### config.mk
export PLATFORM = sky130hd
export DESIGN_NAME = writeback
export DESIGN_NICKNAME = d
export VERILOG_FILES = /design/src/rtl/wb_pkg.sv /design/src/rtl/wb_timeout_ctr.sv /design/src/rtl/writeback.sv
export SDC_FILE = /design/constraint.sdc
export NUM_CORES = 1
export LEC_CHECK = 0
export CORE_ASPECT_RATIO = 1.75
export CORE_MARGIN = 8
export CORE_UTILIZATION = 40
export DETAILED_ROUTE_END_ITERATION = 8
export MAX_ROUTING_LAYER = met4
export PLACE_DENSITY = 0.8
export SLEW_MARGIN = 20
export SYNTH_ARGS = -nofsm -noshare
export SYNTH_HDL_FRONTEND = slang
export SYNTH_SLANG_ARGS = --single-unit
### constraint.sdc
create_clock -name clk -period 2.4 [get_ports clk]
set_input_delay 0.48 -clock clk [delete_from_list [all_inputs] [get_ports clk]]
set_output_delay 0.48 -clock clk [all_outputs]
set_load 0.05 [all_outputs]
### src/rtl/wb_pkg.sv
// Shared writeback definitions: opcode, result-source encoding, link register, FSM state codes.
// Decode imports the same wb_src encoding so both stages agree on it.
package wb_pkg;

    localparam logic [4:0] OP_HALT  = 5'b00000;
    localparam logic [2:0] LINK_REG = 3'd7;

    typedef enum logic [1:0] {
        WB_ALU  = 2'd0,
        WB_MEM  = 2'd1,
        WB_LINK = 2'd2,
        WB_NONE = 2'd3
    } wb_src_e;

    typedef logic [2:0] wb_state_t;

    localparam wb_state_t ST_IDLE     = 3'd0;
    localparam wb_state_t ST_WAIT_MEM = 3'd1;
    localparam wb_state_t ST_COMMIT   = 3'd2;
    localparam wb_state_t ST_HALTED   = 3'd3;
    localparam wb_state_t ST_ERROR    = 3'd4;

endpackage

### src/rtl/wb_timeout_ctr.sv
// Load-response timeout counter: clear on load accept, count each waiting cycle, saturate.
// expired_o is decoded from the count and marks the last cycle a response may still arrive.
module wb_timeout_ctr #(
    parameter int MEM_TIMEOUT = 15
) (
    input  logic clk,
    input  logic rst_n,
    input  logic clear_i,
    input  logic enable_i,
    output logic expired_o
);

    localparam int CW = $clog2(MEM_TIMEOUT + 1);
    localparam logic [CW-1:0] LIMIT = CW'(MEM_TIMEOUT - 1);
    localparam logic [CW-1:0] SAT   = CW'(MEM_TIMEOUT);

    logic [CW-1:0] cnt_q, cnt_d;

    always_comb begin
        cnt_d = cnt_q;
        if (clear_i) begin
            cnt_d = '0;
        end else if (enable_i && (cnt_q != SAT)) begin
            cnt_d = cnt_q + 1'b1;
        end
    end

    always_ff @(posedge clk or negedge rst_n) begin
        if (!rst_n) begin
            cnt_q <= '0;
        end else begin
            cnt_q <= cnt_d;
        end
    end

    assign expired_o = (cnt_q == LIMIT);

endmodule

### src/rtl/writeback.sv
// Writeback stage: accepts one retiring instruction, selects ALU/load/link result and writes the RF for one cycle.
// ALU/LINK write the cycle after accept; loads wait up to MEM_TIMEOUT cycles; in_ready low while waiting or stopped.
module writeback
    import wb_pkg::*;
#(
    parameter int MEM_TIMEOUT = 15
) (
    input  logic        clk,
    input  logic        rst_n,
    input  logic        in_valid,
    output logic        in_ready,
    input  logic [4:0]  in_opcode,
    input  logic [1:0]  in_wb_src,
    input  logic [2:0]  in_dest,
    input  logic [15:0] in_alu,
    input  logic [15:0] in_pc_inc,
    input  logic        mem_rd_valid,
    input  logic [15:0] mem_rd_data,
    input  logic        mem_err,
    output logic        rf_write,
    output logic [2:0]  rf_writeregsel,
    output logic [15:0] rf_writedata,
    output logic        pend_valid,
    output logic [2:0]  pend_reg,
    output logic        halt,
    output logic        err
);

    wb_state_t   state_q, state_d;
    logic [2:0]  dest_q, dest_d;
    logic [15:0] data_q, data_d;
    logic        accept;
    logic        ctr_clear, ctr_en, ctr_expired;

    assign in_ready = rst_n && ((state_q == ST_IDLE) || (state_q == ST_COMMIT));
    assign accept   = in_valid && in_ready;

    always_comb begin
        state_d   = state_q;
        dest_d    = dest_q;
        data_d    = data_q;
        ctr_clear = 1'b0;
        ctr_en    = 1'b0;
        case (state_q)
            ST_IDLE, ST_COMMIT: begin
                // Any memory response here was never requested.
                if (mem_rd_valid || mem_err) begin
                    state_d = ST_ERROR;
                end else if (accept) begin
                    if (in_opcode == OP_HALT) begin
                        state_d = ST_HALTED;
                    end else begin
                        case (in_wb_src)
                            WB_ALU: begin
                                dest_d  = in_dest;
                                data_d  = in_alu;
                                state_d = ST_COMMIT;
                            end
                            WB_LINK: begin
                                dest_d  = LINK_REG;
                                data_d  = in_pc_inc;
                                state_d = ST_COMMIT;
                            end
                            WB_MEM: begin
                                dest_d    = in_dest;
                                ctr_clear = 1'b1;
                                state_d   = ST_WAIT_MEM;
                            end
                            default: state_d = ST_IDLE;
                        endcase
                    end
                end else begin
                    state_d = ST_IDLE;
                end
            end
            ST_WAIT_MEM: begin
                if (mem_err) begin
                    state_d = ST_ERROR;
                end else if (mem_rd_valid) begin
                    data_d  = mem_rd_data;
                    state_d = ST_COMMIT;
                end else if (ctr_expired) begin
                    state_d = ST_ERROR;
                end else begin
                    ctr_en = 1'b1;
                end
            end
            ST_HALTED, ST_ERROR: state_d = state_q;
            default:             state_d = ST_ERROR;
        endcase
    end

    always_ff @(posedge clk or negedge rst_n) begin
        if (!rst_n) begin
            state_q <= ST_IDLE;
            dest_q  <= '0;
            data_q  <= '0;
        end else begin
            state_q <= state_d;
            dest_q  <= dest_d;
            data_q  <= data_d;
        end
    end

    wb_timeout_ctr #(
        .MEM_TIMEOUT (MEM_TIMEOUT)
    ) u_timeout (
        .clk       (clk),
        .rst_n     (rst_n),
        .clear_i   (ctr_clear),
        .enable_i  (ctr_en),
        .expired_o (ctr_expired)
    );

    assign rf_write       = (state_q == ST_COMMIT);
    assign rf_writeregsel = rf_write ? dest_q : 3'd0;
    assign rf_writedata   = rf_write ? data_q : 16'd0;
    assign pend_valid     = (state_q == ST_WAIT_MEM) || (state_q == ST_COMMIT);
    assign pend_reg       = pend_valid ? dest_q : 3'd0;
    assign halt           = (state_q == ST_HALTED);
    assign err            = (state_q == ST_ERROR);

endmodule

After elaboration in Yosys (flattened, before gate mapping)

Index checks and enable logic that the tools add are counted.

Add/subtract/negate cells: 1
Equal/unequal tests: 15
Mux-type cells: 30
Bitwise operators: 3
Reductions and logical operators: 19

Operators with widths:

| kind                | number |
|---|---|
| $mux 16             | 6 |
| $pmux 16 s2         | 2 |
| $mux 3              | 7 |
| $ne 2x2->1 const B  | 5 |
| $mux 1              | 9 |
| $pmux 3 s3          | 1 |
| $mux 4              | 2 |
| $ne 4x4->1 const B  | 2 |
| $reduce_or 2->1     | 4 |
| $reduce_and 7->1    | 1 |
| $eq 3x2->1 const B  | 2 |
| $pmux 3 s2          | 1 |
| $reduce_bool 2->1   | 3 |
| $logic_not 5->1     | 1 |
| $reduce_and 5->1    | 1 |
| $add 4x1->4 const B | 1 |
| $eq 4x4->1 const B  | 1 |
| $pmux 2 s2          | 1 |
| $eq 3x1->1 const B  | 1 |
| $eq 3x3->1 const B  | 1 |
| $logic_and 1x1->1   | 3 |
| $logic_not 3->1     | 1 |
| $logic_or 1x1->1    | 3 |
| $ne 3x1->1 const B  | 1 |
| other kinds (6)     | 8 |

Bits in registers: 26
Input port bits: 63
Output and inout bits: 27
Logic and storage cells: 72

Logic depth before layout (Yosys ltp)

Gate-level depths: netlist of the first run.

Depth in word-level cells: 8
Gate-level depth with buffers: 6
Mapped depth without buffers: 6

Modules after synthesis

Synthesis of the first run repeated with hierarchy kept, for this count alone.

Cell total of the unflattened synthesis: 172
Area total of the unflattened synthesis: 1725.4 um^2

Modules (own cells, without submodules):

| module         | times used | cells an instance | area an instance (um^2) | sequential area each (um^2) |
|---|---|---|---|---|
| writeback      | 1          | 149               | 1473.9                  | 550.5 |
| wb_timeout_ctr | 1          | 23                | 251.5                   | 100.1 |

Worst setup path after synthesis of the first run

No wires, ideal clock.

Path kind: reg-to-output
From: register state_q[1]
To: output port err
Data arrival time: 1797 ps
Data required time: 1920 ps
Setup slack: 123 ps
Cell stages (with the launch flop): 4
Path buffers: 2
Cell sequence: dfrtp_1 > clkbuf_1 > clkbuf_1 > nor3_1

Longest elaborated chain between the ends: 1

Ends and longest elaborated chain:

| element                | RTL line         | source |
|---|---|---|
| start, declared        | writeback.sv:29  | `wb_state_t state_q, state_d;` |
| start signal, assigned | writeback.sv:99  | `state_q <= state_d;` |
| $eq 3x3->1             | writeback.sv:121 | `assign err = (state_q == ST_ERROR);` |
| end, declared          | writeback.sv:26  | `output logic err` |

Every way passes these cells.

Worst setup path after layout of the first run

From: input port rst_n
To: output port in_ready

Longest elaborated chain between the ends: 1

Ends and longest elaborated chain:

| element           | RTL line        | source |
|---|---|---|
| start, declared   | writeback.sv:9  | `input logic rst_n,` |
| $logic_and 1x1->1 | writeback.sv:35 | `assign in_ready = rst_n && ((state_q == ST_IDLE) \|\| (state_q == ST_COMMIT));` |
| end, declared     | writeback.sv:11 | `output logic in_ready,` |

Every way passes these cells.

==> flow_summary_export.csv, run 1 <==
group,metric,value,unit
logic_synthesis,synthCells,185,
sta,finalHoldViolations,0,
clock_tree,cts_resized,0,
final_layout,finalInstanceArea,3090,um^2
placement,dp_hpwl,4.54,mm
sta,setup_slack,0.169,ns
logic_synthesis,ys.flop_type,"dfrtp_1",
sta,whs,0.510,ns
worst_hold_path,min_path_type,"flip-flop to flip-flop",
placement,port_buffers,89,
clock_tree,post-cts-setup-buffer-count,0,
job,drv_cap,0,
run_status,status,"finished, final reports clean",
floorplan,core_area,4360,um^2
floorplan,core.rowCount,32,
logic_synthesis,synth_edf_count,0,
clock_tree,cts.htree.levels,1,
placement,gp_congestion,0.818,
floorplan,die_h,104,um
sta,period_minus_slack,2.23,ns
sta,fmax,448,MHz
logic_synthesis,synth_top_area_cell,"dfrtp_1",
clock_tree,ctsRootBufferMaster,"clkbuf_8",
clock_tree,tritoncts,"yes",
sta,fin_skew,0.00966,ns
sta,maxSlewHeadroom,52.3,%
logic_synthesis,ys_warn_count,0,
grt,grt_antenna_before_repair,0,
placement,dp.cells,321,
power,p_comb_share,20.4,%
worst_setup_path,end_kind,"output pin",
worst_setup_path,criticalPathCategory,"input pin to output pin",
floorplan,initial_utilization,40.9,%
placement,pre_cts_ws,-0.0816,ns
power,cellPowerDensity,296,nW/um^2
sta,rsz0062_at_grt,"no",
final_layout,area_growth,73.4,%
final_layout,antenna_cells,0,
route,antenna_left,0,
route,routed_wl,5.58,mm
power,p_leak,1.35,nW
worst_setup_path,cp-start-kind,"input pin",
power,clkPwrFrac,30.0,%
route,vias_per_cell,5.30,
final_layout,fin_cells,325,
clock_tree,cts_hold_buf,0,
worst_setup_path,crit_required,1.92,ns
sta,slew_violations,0,
final_layout,final_cell_mix,"62 x clkdlybuf4s50_1, 29 x buf_12, 26 x dfrtp_1",
logic_synthesis,synth_area,1780,um^2
floorplan,die_width,66.5,um
grt,grt_pass1_vias,1945,
logic_synthesis,postSynth.asyncResetShare,100,%
placement,dpl_cell_area,3040,um^2
logic_synthesis,synth_nets,250,
grt,grt_pass1_wl,9.26,mm
floorplan,ios,90,
worst_setup_path,cp.arrival,1.75,ns
power,peakVddDrop,0.333,mV
power,seq_power_share,49.6,%
grt,grt_overflow,0,
final_layout,drive_gt1_share,24.5,%
sta,finalSetupViolations,0,
route,firstDrtPassIters,4,
clock_tree,clk_latency,0.27,ns
route,route.detailed.drc,0,
floorplan,die_area,6940,um^2
route,avgRoutedWirePerCell,17.2,um
worst_setup_path,worst-path-max-fanout,28,
clock_tree,clock_path_buffers,2,
sta,fin_crit_sh,93.0,%
clock_tree,numCtsBuffers,3,
sta,tightest_slew,0.716,ns
logic_synthesis,synth.distinct_cells,38,
power,swShare,20.8,%
logic_synthesis,yosysSeqAreaShare,36.5,%
clock_tree,cts_num_sinks,26,
clock_tree,cts.reportedPaths.clkPinSlew,0.08,ns
final_layout,final_common_cell,"clkdlybuf4s50_1",
power,switching_power,0.191,mW
logic_synthesis,synth_area_per_cell,9.64,um^2
logic_synthesis,synth_top_area_share,36.5,%
grt,grtUsageTotal,16.9,%
route,num_vias,1722,
logic_synthesis,ys_ff_latch,26,
route,drt_iter0_drc,38,
grt,grt_max_degree,29,
final_layout,nets,340,
power,p_int,0.726,mW
logic_synthesis,ys_top_cells_by_area,"dfrtp_1 36%, mux2i_1 9.0%, mux2_4 8.4%",
## routing by layer
| layer | track usage, % | routed length, um | vias up |
|---|---|---|---|
| met5 | - | 0 | - |
| met4 | 4.15 | 76 | 0 |
| met3 | 3.45 | 278 | 4 |
| met2 | 31.0 | 3160 | 55 |
| met1 | 17.1 | 2060 | 824 |
| li1 | - | - | 839 |
## power by group through the flow
stage,registers (mW),clock network (mW),logic (mW)
3_3_place_gp,0.463,0,0.184
5_1_grt,0.456,0.299,0.205
3_5_place_dp,0.464,0,0.188
4_1_cts,0.455,0.285,0.190
2_1_floorplan,0.462,0,0.0540
6_report,0.455,0.275,0.187
## sequential cells by signal, summed over array words and instances (netlist names)
register / flops
data_q: 16
u_timeout.cnt_q: 4
dest_q: 3
state_q: 3
## kinds of logic (layout without fill, tap and decap cells)
group,Yosys count,in the layout,synth area share (%)
xor gates and xnor gates,3,3,1.47
AOI/OAI and AO/OA,30,30,10.3
buffers and inverters,18,107,5.05
muxes,32,32,21.2
DFF,26,26,36.5
adders and majority gates,2,2,1.40
and+or+nand+nor,74,74,24.1
## synth_stat cells (2+ instances only)
library cell,number
inv_1,5
nor3_1,7
nor4_1,3
xnor2_1,2
and3_1,21
nand2_1,17
dfrtp_1,26
nor2b_1,3
nand3_1,2
nor2_1,6
a21oi_1,6
buf_2,2
o21ai_0,18
nand2b_1,2
mux2_2,6
mux2i_1,16
and2_1,2
mux2_4,10
clkbuf_1,9
ha_1,2
nand4_1,3
## worst max-delay path: stages
cell	delay (ns)
clkdlybuf4s50_1	0.52
buf_4	0.36
and2_1	0.23
buf_12	0.15
## stage by stage
stage	utilization, %	total power, mW	setup TNS, ns
floorplan	-	0.516	0
global placement	69.6	0.646	-0.309
detailed placement	69.6	0.652	-0.681
CTS	70.9	0.929	0
global route	70.9	0.961	0
finish	70.9	0.917	0
## worst paths after layout
path                                              from  slack (ns)  cells past startpoint                     end
worst max-delay path                             rst_n        0.17                      4                in_ready
worst min-delay path             data_q[9]$_DFFE_PN0P_        0.51                      1   data_q[9]$_DFFE_PN0P_
worst max register to register  state_q[1]$_DFFE_PN0P_        0.37                      3  data_q[10]$_DFFE_PN0P_
worst min register to register   data_q[9]$_DFFE_PN0P_        0.51                      1   data_q[9]$_DFFE_PN0P_
max in group asynchronous                        rst_n        1.45                      2  data_q[15]$_DFFE_PN0P_
min in group asynchronous                        rst_n        0.68                      2   data_q[1]$_DFFE_PN0P_
## layout make-up
cell class | count | area [um^2]
tap | 51 | 63.8
inverter | 5 | 18.8
clock buffer | 4 | 55.1
sequential | 26 | 651
multi-input combinational | 141 | 1050
timing repair buffer | 98 | 1250
fill | 337 | 1270
No activity file was read; power rests on OpenSTA's default activity.
==> run 2: changes to the inputs <==
Settings changed: PLACE_DENSITY 0.8 to 0.81, SYNTH_HIERARCHICAL from default to 1.
==> flow_summary_export.csv, run 2 <==
group,metric,value,unit
floorplan,die_area,6750,um^2
worst_setup_path,rrSetupSlack,0.31,ns
clock_tree,cts.reportedPaths.clkPinSlew,0.09,ns
clock_tree,numCtsBuffers,3,
final_layout,drive_gt1_share,29.2,%
job,drv_cap,0,
final_layout,nets,340,
floorplan,core_area,4150,um^2
worst_setup_path,r2r_end,"data_q[3]$_DFFE_PN0P_",
worst_setup_path,timing.rr.start,"state_q[0]$_DFFE_PN0P_",
route,routed_wl,5.46,mm
sta,finalSetupViolations,0,
clock_tree,clk_latency,0.27,ns
logic_synthesis,ys.flop_type,"dfrtp_1",
floorplan,die_h,103,um
floorplan,ios,90,
power,p_leak,1.36,nW
placement,port_buffers,89,
logic_synthesis,synth.distinct_cells,37,
clock_tree,cts_num_sinks,26,
worst_hold_path,whs_endpoint,"dest_q[2]$_DFFE_PN0P_",
final_layout,final_common_cell,"clkdlybuf4s50_1",
logic_synthesis,synth_top_area_share,37.7,%
final_layout,top_regs,"data_q: 16 flops, u_timeout/cnt_q: 4 flops",
route,vias_per_cell,5.14,
floorplan,die_width,65.6,um
run_status,status,"finished, final reports clean",
route,num_vias,1661,
sta,tightest_slew,0.379,ns
worst_hold_path,min_path_type,"flip-flop to flip-flop",
worst_setup_path,end_kind,"output pin",
final_layout,final_cell_mix,"62 x clkdlybuf4s50_1, 26 x buf_12, 24 x dfrtp_1",
logic_synthesis,synth_most_common_cell,"dfrtp_1",
logic_synthesis,synth_top_area_cell,"dfrtp_1",
sta,fmax,428,MHz
worst_hold_path,hp-start,"dest_q[2]$_DFFE_PN0P_",
worst_setup_path,worst-path-max-fanout,12,
sta,period_minus_slack,2.34,ns
sta,whs,0.506,ns
grt,grtUsageTotal,16.8,%
worst_setup_path,reg2reg_depth,5,
logic_synthesis,synth_area,1730,um^2
clock_tree,cts.htree.levels,1,
sta,fin_skew,0.00110,ns
logic_synthesis,ys_top_cells_by_area,"dfrtp_1 38%, mux2_4 10%, mux2i_1 9.3%",
sta,fin_crit_sh,97.4,%
power,peakVddDrop,0.260,mV
route,drt_iter0_drc,59,
grt,grt_pass1_vias,1858,
grt,grt_overflow,0,
clock_tree,tritoncts,"yes",
logic_synthesis,synth_nets,237,
logic_synthesis,synthCells,172,
sta,rsz0062_at_grt,"no",
clock_tree,ctsRootBufferMaster,"clkbuf_8",
final_layout,largest_reg_flops,16,
grt,grt_pass1_wl,8.67,mm
worst_hold_path,min_path_cells,1,
sta,finalHoldViolations,0,
placement,pre_cts_ws,-0.384,ns
route,antenna_left,0,
floorplan,initial_utilization,41.6,%
logic_synthesis,yosysSeqAreaShare,37.7,%
grt,grt_max_degree,27,
final_layout,top_register,"data_q",
logic_synthesis,synth_area_per_cell,10.0,um^2
logic_synthesis,synth_edf_count,0,
placement,dp_hpwl,4.50,mm
final_layout,antenna_cells,0,
sta,maxSlewHeadroom,74.5,%
worst_setup_path,crit_required,1.92,ns
logic_synthesis,yosys-top-cells-count,"26 x dfrtp_1, 23 x nor2_1, 19 x and2_1",
route,route.detailed.drc,0,
worst_setup_path,cp.arrival,1.86,ns
logic_synthesis,ys_ff_latch,26,
power,cellPowerDensity,301,nW/um^2
sta,slew_violations,0,
route,firstDrtPassIters,4,
final_layout,area_growth,80.0,%
grt,grt_antenna_before_repair,0,
worst_setup_path,cp-start-kind,"flip-flop",
logic_synthesis,postSynth.asyncResetShare,100,%
placement,gp_congestion,0.777,
clock_tree,clock_path_buffers,2,
clock_tree,cts_hold_buf,0,
logic_synthesis,ys_warn_count,6,
floorplan,core.rowCount,31,
sta,setup_slack,0.0616,ns
route,avgRoutedWirePerCell,16.9,um
worst_setup_path,criticalPathCategory,"flip-flop to output pin",
run 2: worst max-delay path by stage:
stage	startpoint	endpoint	slack [ns]	cells past startpoint
final	state_q[0]$_DFFE_PN0P_	pend_reg[0]	0.06	4
after global routing	state_q[2]$_DFFE_PN0P_	pend_reg[0]	0.01	4
after CTS	state_q[2]$_DFFE_PN0P_	pend_reg[1]	0.04	4
after detailed placement	rst_n	data_q[10]$_DFFE_PN0P_	-0.38	5
after global placement	rst_n	data_q[11]$_DFFE_PN0P_	-0.29	5
after floorplan	rst_n	u_timeout/cnt_q[0]$_DFFE_PN0P_	0.009	6
run 2: report_power, final:
group          switching, mW  internal [mW]
Clock                  0.140          0.147
Combinational         0.0545          0.135
Sequential           0.00839          0.452
Total                  0.203          0.733
run 2: final cells by class:
type,instances,area (um^2)
repair buffers,107,1280
fillers,281,1040
multi-input cells,131,1030
flip-flops and latches,26,653
well taps,49,61.3
clock buffers,4,55.1
inverters,6,22.5
run 2: cell families (layout without fill, tap and decap cells):
| kind of cell | count (synthesis) | after routing | synth area share [%] |
|---|---|---|---|
| AO/OA/AOI/OAI | 28 | 28 | 10.4 |
| adder cells (fa/ha/maj) | 2 | 2 | 1.45 |
| buffers and inverters | 15 | 117 | 4.35 |
| flip-flops | 26 | 26 | 37.7 |
| multiplexers | 34 | 34 | 23.6 |
| AND/OR/NAND/NOR | 67 | 67 | 22.5 |
run 2: layer usage:
layer	GRT usage [%]	wire (um)	share of wire, %
met1	15.8	1920	35
met2	31.4	3180	58
met3	3.70	253	4.6
met4	6.93	109	2.0
met5	-	0	0
run 2: metrics by stage:
step / std cells / setup TNS (ns) / area (um^2) / total power [mW] / utilization (%)
after floorplan: 172 / 0 / 1740 / 0.525 / -
after global placement: 317 / -4.18 / 3010 / 0.653 / 72.5
after detailed placement: 317 / -5.81 / 3010 / 0.660 / 72.5
after CTS: 323 / 0 / 3100 / 0.941 / 74.6
after global routing: 323 / 0 / 3110 / 0.976 / 74.8
final: 323 / 0 / 3110 / 0.936 / 74.8
run 2: repair_timing:
action                     CTS  global route
pin swaps                    1             0
setup buffers                2             0
gates resized for setup      2             3
setup endpoints to repair   20            13
run 2: critical path, stage by stage, from the launching register on:
cell,delay [ns]
dfrtp_2,0.48
or3b_4,0.49
nor2b_1,0.21
nor2b_1,0.23
buf_12,0.17
==> run 3: changes to the inputs <==
Settings changed: CORE_UTILIZATION 40 to 41, CTS_BUF_LIST from default to sky130_fd_sc_hd__clkbuf_2 sky130_fd_sc_hd__clkbuf_4 sky130_fd_sc_hd__clkbuf_8, PLACE_DENSITY 0.81 to 0.83.
==> flow_summary_export.csv, run 3 (synthesized netlist as in run 2, its figures left out) <==
group,metric,value,unit
run_status,status,"finished, final reports clean",
power,switching_power,0.197,mW
clock_tree,cts_num_sinks,26,
power,p_int,0.806,mW
sta,fmax,434,MHz
worst_setup_path,crit_required,1.92,ns
sta,fin_skew,0.00476,ns
worst_setup_path,cp.arrival,1.83,ns
final_layout,nets,335,
floorplan,die_area,6620,um^2
placement,gp_congestion,0.901,
placement,pre_cts_ws,-0.0770,ns
final_layout,area_growth,77.7,%
power,power.total,1.00,mW
sta,finalSetupViolations,0,
sta,slew_violations,0,
final_layout,finalInstanceArea,3070,um^2
power,clkPwrFrac,35.6,%
floorplan,core.rowCount,31,
final_layout,largest_reg_flops,16,
route,avgRoutedWirePerCell,17.0,um
final_layout,top_regs,"data_q: 16 flops, u_timeout/cnt_q: 4 flops",
grt,grt_max_degree,31,
placement,dpl_cell_area,2990,um^2
floorplan,ios,90,
grt,grt_pass1_vias,1799,
worst_hold_path,min_path_type,"flip-flop to flip-flop",
final_layout,num-fill-cells,286,
clock_tree,cts.reportedPaths.clkPinSlew,0.09,ns
route,antenna_left,0,
route,vias_per_cell,5.16,
clock_tree,ctsRootBufferMaster,"clkbuf_8",
clock_tree,clock_path_buffers,2,
floorplan,die_h,102,um
grt,grt_antenna_before_repair,0,
final_layout,drive_gt1_share,27.5,%
power,p_leak,1.34,nW
power,p_comb_share,18.5,%
placement,dp_hpwl,4.47,mm
sta,tightest_slew,0.413,ns
grt,grt_pass1_wl,8.42,mm
floorplan,initial_utilization,42.0,%
final_layout,top_register,"data_q",
power,seq_power_share,45.9,%
route,route.detailed.drc,0,
sta,setup_slack,0.0940,ns
clock_tree,numCtsBuffers,3,
sta,period_minus_slack,2.31,ns
power,cellPowerDensity,327,nW/um^2
power,peakVddDrop,0.386,mV
clock_tree,clk_latency,0.27,ns
sta,setup_tns,0,ns
route,firstDrtPassIters,4,
worst_setup_path,worst-path-max-fanout,6,
power,swShare,19.6,%
sta,maxSlewHeadroom,72.3,%
sta,fin_crit_sh,96.1,%
worst_setup_path,end_kind,"output pin",
route,num_vias,1640,
sta,finalHoldViolations,0,
worst_setup_path,cp-start-kind,"flip-flop",
final_layout,final_common_cell,"clkdlybuf4s50_1",
grt,grt_overflow,0,
final_layout,antenna_cells,0,
grt,grtUsageTotal,16.4,%
worst_setup_path,criticalPathCategory,"flip-flop to output pin",
route,drt_iter0_drc,38,
clock_tree,tritoncts,"yes",
clock_tree,cts.htree.levels,1,
final_layout,final_cell_mix,"62 x clkdlybuf4s50_1, 26 x dfrtp_1, 25 x buf_12",
route,routed_wl,5.41,mm
floorplan,die_width,65.0,um
job,drv_cap,0,
sta,whs,0.507,ns
placement,port_buffers,89,
floorplan,core_area,4110,um^2
## run 3: changes by cell type in the layout (fill, tap and decap cells not counted), sizes merged
| cell | change |
|---|---|
| bufinv | +1 |
| clkbuf | -1 |
| buf | -5 |
## run 3: timing repair
action                     4_1_cts  5_1_grt
resized for setup                0        3
buffers inserted                 0        0
hold buffers                     0        0
setup endpoints to repair        0        3
## run 3: power groups by stage
| stage | clock (mW) | combinational, mW | sequential [mW] |
|---|---|---|---|
| finish | 0.357 | 0.186 | 0.460 |
| detailed placement | 0 | 0.186 | 0.468 |
| floorplan | 0 | 0.0594 | 0.466 |
| global placement | 0 | 0.182 | 0.468 |
| global route | 0.381 | 0.200 | 0.462 |
| CTS | 0.362 | 0.187 | 0.460 |
## run 3: through the flow
| stage | cells | utilization, % |
|---|---|---|
| 2_1_floorplan | 172 | - |
| 3_3_place_gp | 314 | 72.6 |
| 3_5_place_dp | 314 | 72.6 |
| 4_1_cts | 318 | 74.4 |
| 5_1_grt | 318 | 74.6 |
| 6_report | 318 | 74.6 |
## run 3: metal layers
layer | GRT usage [%] | routed length (um) | vias to the layer above
met1 | 15.9 | 1890 | 782
met4 | 7.26 | 157 | 0
met5 | - | 0 | -
li1 | - | - | 792
met2 | 31.2 | 3130 | 57
met3 | 2.31 | 232 | 9
## run 3: worst paths after layout
kind | from | end | slack [ns] | cells past startpoint
worst min register to register | dest_q[1]$_DFFE_PN0P_ | dest_q[1]$_DFFE_PN0P_ | 0.51 | 1
worst max-delay path | state_q[2]$_DFFE_PN0P_ | pend_reg[2] | 0.09 | 4
max in group asynchronous | rst_n | data_q[1]$_DFFE_PN0P_ | 1.49 | 2
min in group asynchronous | rst_n | data_q[5]$_DFFE_PN0P_ | 0.66 | 2
worst max register to register | state_q[2]$_DFFE_PN0P_ | data_q[1]$_DFFE_PN0P_ | 0.31 | 5
worst min-delay path | dest_q[1]$_DFFE_PN0P_ | dest_q[1]$_DFFE_PN0P_ | 0.51 | 1
## run 3: cell type report
class                           count  area, um^2  area share, %
Clock buffer                        3        41.3           1.35
Clock inverter                      1        30.0          0.980
Inverter                            6        22.5          0.735
Multi-Input combinational cell    131        1030           33.5
Timing Repair Buffer              102        1230           40.2
Sequential cell                    26         651           21.2
Tap cell                           49        61.3           2.00
## run 3: critical path, cell delays in order, from the launching register on
cell	delay, ns
dfrtp_1	0.45
or3b_1	0.50
nor2b_1	0.24
nor2b_2	0.21
buf_12	0.16
